**src/rtl/ram_write_arbiter.sv**
```systemverilog
// ram_write_arbiter: round-robin arbiter for the ping-pong buffer write port.
// Each grant lasts one full burst, or ends early when the owner stops driving valid for TIMEOUT cycles.
module ram_write_arbiter #(
  parameter int WIDTH   = 32,
  parameter int NUM_REQ = 4,
  parameter int BURST   = 16,
  parameter int TIMEOUT = 64,
  parameter int GNT_W   = $clog2(NUM_REQ),
  parameter int CNT_W   = $clog2(BURST + 1)
) (
  input  logic                      clk_i,
  input  logic                      rst_ni,
  input  logic                      flush_i,
  input  logic [NUM_REQ*WIDTH-1:0]  req_data_i,
  input  logic [NUM_REQ-1:0]        req_valid_i,
  output logic [NUM_REQ-1:0]        req_ready_o,
  output logic signed [WIDTH-1:0]   buf_data_o,
  output logic                      buf_valid_o,
  input  logic                      buf_ready_i,
  output logic                      grant_valid_o,
  output logic [GNT_W-1:0]          grant_id_o,
  output logic [CNT_W-1:0]          burst_count_o,
  output logic                      timeout_o
);
  localparam int IDLE_W = $clog2(TIMEOUT);

  typedef enum logic {IDLE, GRANT} state_t;

  state_t            state, state_n;
  logic [GNT_W-1:0]  rr_ptr, rr_n, gid_n, winner, lo_any, lo_hi, next_ptr;
  logic [CNT_W-1:0]  cnt_n;
  logic [IDLE_W-1:0] idle_cnt, idle_n;
  logic              hi_found, sel_valid, accept, granted, to_n;

  assign granted       = state == GRANT;
  assign grant_valid_o = granted;

  // Lowest valid index at or above rr_ptr wins; otherwise wrap to the lowest valid index.
  always_comb begin
    lo_any      = '0;
    lo_hi       = '0;
    hi_found    = 1'b0;
    sel_valid   = 1'b0;
    buf_data_o  = '0;
    req_ready_o = '0;
    for (int k = NUM_REQ - 1; k >= 0; k--) begin
      if (req_valid_i[k]) lo_any = GNT_W'(k);
      if (req_valid_i[k] && GNT_W'(k) >= rr_ptr) begin
        lo_hi    = GNT_W'(k);
        hi_found = 1'b1;
      end
      if (granted && grant_id_o == GNT_W'(k)) begin
        sel_valid      = req_valid_i[k];
        buf_data_o     = req_data_i[k*WIDTH +: WIDTH];
        req_ready_o[k] = buf_ready_i;
      end
    end
  end

  assign winner      = hi_found ? lo_hi : lo_any;
  assign buf_valid_o = sel_valid;
  assign accept      = sel_valid && buf_ready_i;
  assign next_ptr    = grant_id_o == GNT_W'(NUM_REQ - 1) ? '0 : grant_id_o + 1'b1;

  // An accept always beats an expiring idle counter, so valid is never withdrawn unaccepted.
  always_comb begin
    state_n = state;
    rr_n    = rr_ptr;
    gid_n   = grant_id_o;
    cnt_n   = burst_count_o;
    idle_n  = idle_cnt;
    to_n    = 1'b0;
    if (flush_i) begin
      state_n = IDLE;
      rr_n    = '0;
      cnt_n   = '0;
      idle_n  = '0;
    end else if (!granted) begin
      if (|req_valid_i) begin
        state_n = GRANT;
        gid_n   = winner;
        cnt_n   = '0;
        idle_n  = '0;
      end
    end else if (accept) begin
      idle_n = '0;
      cnt_n  = burst_count_o + 1'b1;
      if (burst_count_o == CNT_W'(BURST - 1)) begin
        state_n = IDLE;
        rr_n    = next_ptr;
        cnt_n   = '0;
      end
    end else if (!sel_valid) begin
      idle_n = idle_cnt + 1'b1;
      if (idle_cnt == IDLE_W'(TIMEOUT - 1)) begin
        state_n = IDLE;
        rr_n    = next_ptr;
        cnt_n   = '0;
        idle_n  = '0;
        to_n    = 1'b1;
      end
    end
  end

  always_ff @(posedge clk_i or negedge rst_ni) begin
    if (!rst_ni) begin
      state         <= IDLE;
      rr_ptr        <= '0;
      grant_id_o    <= '0;
      burst_count_o <= '0;
      idle_cnt      <= '0;
      timeout_o     <= 1'b0;
    end else begin
      state         <= state_n;
      rr_ptr        <= rr_n;
      grant_id_o    <= gid_n;
      burst_count_o <= cnt_n;
      idle_cnt      <= idle_n;
      timeout_o     <= to_n;
    end
  end
endmodule
```
**config.mk**
```make
export PLATFORM = sky130hd
export DESIGN_NAME = ram_write_arbiter
export DESIGN_NICKNAME = d
export VERILOG_FILES = /design/src/rtl/ram_write_arbiter.sv
export SDC_FILE = /design/constraint.sdc
export NUM_CORES = 1
export LEC_CHECK = 0
export ABC_AREA = 1
export BUFFER_PORTS_ARGS = -buffer_cell sky130_fd_sc_hd__buf_2
export CELL_PAD_IN_SITES_DETAIL_PLACEMENT = 1
export CELL_PAD_IN_SITES_GLOBAL_PLACEMENT = 1
export CORE_UTILIZATION = 23
export CTS_CLUSTER_DIAMETER = 200
export CTS_CLUSTER_SIZE = 24
export DETAILED_ROUTE_END_ITERATION = 10
export HOLD_SLACK_MARGIN = 0.02
export PLACE_DENSITY = 0.88
export SLEW_MARGIN = 20
export SYNTH_ARGS = -nofsm -noshare
export SYNTH_HDL_FRONTEND = slang
export SYNTH_SLANG_ARGS = --single-unit
```
**constraint.sdc**
```tcl
create_clock -name clk_i -period 1.9 [get_ports clk_i]
set_input_delay 0.475 -clock clk_i [delete_from_list [all_inputs] [get_ports clk_i]]
set_output_delay 0.475 -clock clk_i [all_outputs]
set_load 0.02 [all_outputs]
```
==> summary.md <==
| Metric | Value |
|---|---|
| Reported leakage power | 2.55 nW |
| Inst Count DP | 682 |
| Post-synthesis async set-or-reset flop share | 100% |
| CTS Buf Count | 3 |
| Total count of max-transition violations in the final report | 0 |
| Total number of vias | 3619 |
| Post-synth top flop | sky130_fd_sc_hd__dfrtp_1 |
| Flop and latch count out of synthesis | 17 |
| Arrival time reported for the critical path endpoint | 1.86 ns |
| Total die area | 9650 µm² |
| Type of origin of the critical path | register |
| FF-to-FF Start | grant_id_o[1]$_DFFE_PN0P_ |
| Horizontal die dimension | 98.3 µm |
| Clock transition at the registers of the reported paths | 0.06 ns |
| Total grt overflow | 0 |
| Final Critical Period | 2.34 ns |
| Std-Cell Rows | 34 |
| Portion of the post-synthesis area used by sequential elements | 20.0% |
| Count of TritonRoute iterations in the first routing pass | 7 |
| Peak Freq | 428 MHz |
| Vias in the first global route | 3809 |
| Setup repair after global routing missed its margin | yes |
| Final Hold Violating Endpoints | 0 |
| Total Nets Final | 742 |
| Vertical die dimension | 98.3 µm |
| Type of the tightest min-delay check | primary input to async pin |
| CTS root buffer | sky130_fd_sc_hd__clkbuf_8 |
| Post-route insts no fill | 710 |
| Post-Synthesis Mean Instance Area | 5.65 µm² |
| Kind of critical path | register to output port |
| Number of levels the H-tree was split into | 1 |
| Count of input and output buffers | 181 |
| Total design power | 0.00476 W |
| Critical Path Fanout Max | 6 |
| Number of design-rule violations left by the first detailed-router iteration | 70 |
| Number of max-cap violations | 0 |
| HPWL after detailed placement | 8.90 mm |
| Routed wire per std cell | 19.2 µm |
| Setup TNS after final layout | -12.27 ns |
| Failing checks | design-rule violations, negative setup slack |
| Net Count, Synth | 519 |
| Final period utilization | 123% |
| Transition at the pin with the smallest max-transition slack | 0.429 ns |
| First-pass GRT wire length | 18.9 mm |
| Areal power density over the cells | 980 nW/µm² |
| DRT Wirelength | 13.7 mm |
| Worst slew margin | 71.4% |
| Critical path capture point type | output port |
| Worst setup path startpoint | grant_id_o[0]$_DFFE_PN0P_ |
| Proportion of layout cells with a drive suffix above 1 | 66.4% |
| Std-Cell Core Area | 8850 µm² |
| Initial antenna violation count | 3 |
| Worst hold margin | 0.150 ns |
| Effective utilization at floorplan | 24.1% |
| Number of buffers added to fix hold violations after cts | 0 |
| Layout Skew | 0.00154 ns |
| Setup slack after placement | -0.189 ns |
| Top cell type by total area after synthesis | sky130_fd_sc_hd__nand2_1 |
| Final number of setup-violating endpoints | 43 |
| GP Congestion | 0.867 |
| Pin count of the biggest net entering global routing | 27 |
| Status | complete, but fails checks |
| Number of top-level design ports | 182 |
| CTS tree | built |
| Clock Sink Count | 17 |
| Growth of design area from synthesis to finish | 128% |
| Synth warnings | 0 |
| Post-Syn Instances | 377 |
| Final setup margin | -0.438 ns |
| Overall global routing resource usage | 24.7% |
| Required time worst endpoint | 1.42 ns |
| Worst IR Drop VDD | 0.000690 V |
| Yosys top cell area share | 25.2% |
| Number of buffers on the longest clock path | 2 |
| Number of enable-type register cells in the synthesized netlist | 0 |
| Clock network latency to the later pin of the worst-skew pair | 0.25 ns |
| Top cells by area in the synthesized netlist | sky130_fd_sc_hd__nand2_1 (25%), sky130_fd_sc_hd__dfrtp_1 (20%), sky130_fd_sc_hd__o21ai_1 (11%), sky130_fd_sc_hd__nand3_1 (10%), sky130_fd_sc_hd__o21ai_0 (5.9%) |
| DR vias/cell | 5.10 |
| Synth Cell Area | 2130 µm² |
| DRC violations left | 18 |
| Remaining number of nets flagged by the antenna check after routing | 0 |
| Cell variety after synth | 30 |
[worst paths after layout]
kind | slack (ns) | to | cells after the start
min | 0.15 | burst_count_o[1]$_DFFE_PN0P_ | 1
max | -0.44 | buf_data_o[17] | 10
min reg2reg | 0.51 | idle_cnt[3]$_DFFE_PN0P_ | 2
max in group asynchronous | 1.42 | grant_id_o[0]$_DFFE_PN0P_ | 1
max reg2reg | -0.06 | rr_ptr[1]$_DFFE_PN0P_ | 13
min in group clk_i | 0.51 | idle_cnt[3]$_DFFE_PN0P_ | 2
[registers in the layout, indices dropped and copies added (netlist names)]
| name | count |
|---|---|
| rr_ptr | 2 |
| timeout_o | 1 |
| grant_id_o | 2 |
| grant_valid_o | 1 |
| idle_cnt | 6 |
| burst_count_o | 5 |
[power by group]
group	internal, W	switching [W]
sequential	0.000409	0.0000672
combinational	0.00187	0.00214
clock	0.000149	0.000124
[through the flow]
stage | util [%] | area, µm²
5_1_grt | 54.9 | 4860
6_report | 54.9 | 4860
3_5_place_dp | 43.1 | 3810
3_3_place_gp | 43.1 | 3810
2_1_floorplan | - | 2640
4_1_cts | 50.6 | 4480
[synthesized netlist by cell type (2+ instances only)]
cell,number
sky130_fd_sc_hd__nand2_1,143
sky130_fd_sc_hd__o21ai_1,46
sky130_fd_sc_hd__nand3_1,43
sky130_fd_sc_hd__o21ai_0,25
sky130_fd_sc_hd__inv_1,21
sky130_fd_sc_hd__dfrtp_1,17
sky130_fd_sc_hd__nor2_1,16
sky130_fd_sc_hd__clkbuf_1,9
sky130_fd_sc_hd__buf_2,7
sky130_fd_sc_hd__nand4_1,7
sky130_fd_sc_hd__ha_1,6
sky130_fd_sc_hd__inv_2,6
sky130_fd_sc_hd__buf_4,5
sky130_fd_sc_hd__nand2_2,5
sky130_fd_sc_hd__xor2_1,3
sky130_fd_sc_hd__a21oi_1,2
sky130_fd_sc_hd__nand2_4,2
sky130_fd_sc_hd__nor3_1,2
[cell families after synthesis]
logic type | count (synthesis) | share of synthesized area, %
AOI/OAI and AO/OA | 78 | 18.9
buffers and inverters | 49 | 10.3
and+or+nand+nor | 224 | 46.1
xor gates and xnor gates | 3 | 1.23
DFF | 17 | 20.0
adders and majority gates | 6 | 3.52
[worst max-delay path, stage by stage (launching register included)]
cell	delay [ns]
sky130_fd_sc_hd__dfrtp_2	0.43
sky130_fd_sc_hd__inv_4	0.06
sky130_fd_sc_hd__ha_4	0.18
sky130_fd_sc_hd__nor2_4	0.11
sky130_fd_sc_hd__buf_12	0.14
sky130_fd_sc_hd__buf_8	0.13
sky130_fd_sc_hd__nand2_2	0.06
sky130_fd_sc_hd__nand3_2	0.11
sky130_fd_sc_hd__o21ai_4	0.09
sky130_fd_sc_hd__o21ai_4	0.14
sky130_fd_sc_hd__buf_6	0.13
[layer usage]
metal,GRT usage (%),vias up,part of all wire (%)
met2,50.1,149,53
met5,0,-,0
met1,24.9,1729,35
met4,10.4,0,5.3
li1,-,1691,-
met3,3.15,50,6.5
[cells in the final DEF, fill, tap and decap left out, types with 4 or more instances in the layout]
cell / count
sky130_fd_sc_hd__inv_1: 18
sky130_fd_sc_hd__nand4_1: 7
sky130_fd_sc_hd__nor2_4: 4
sky130_fd_sc_hd__buf_2: 146
sky130_fd_sc_hd__nand3_1: 16
sky130_fd_sc_hd__buf_4: 35
sky130_fd_sc_hd__nand2_4: 13
sky130_fd_sc_hd__o21ai_1: 10
sky130_fd_sc_hd__nand3_2: 24
sky130_fd_sc_hd__inv_2: 6
sky130_fd_sc_hd__buf_12: 9
sky130_fd_sc_hd__o21ai_4: 27
sky130_fd_sc_hd__nand2_2: 30
sky130_fd_sc_hd__nand2_1: 106
sky130_fd_sc_hd__dfrtp_1: 14
sky130_fd_sc_hd__nand3_4: 5
sky130_fd_sc_hd__nor2_1: 12
sky130_fd_sc_hd__buf_6: 43
sky130_fd_sc_hd__o21ai_2: 33
[area by class of cell]
cell class	instances	area, µm²
diodes	3	7.51
clock buffers	4	45.0
fillers	1094	3990
inverters	27	119
multi-input cells	311	2310
flip-flops and latches	17	429
well taps	108	135
repair buffers	240	1810
[repair_timing]
item                                    CTS  global route
pin swaps                                33            16
setup buffers                            11             8
endpoints found under the setup margin   49            49
cloned                                    1             3
gates resized for setup                 141            59
Note: power is estimated with default switching activity, not from simulation.
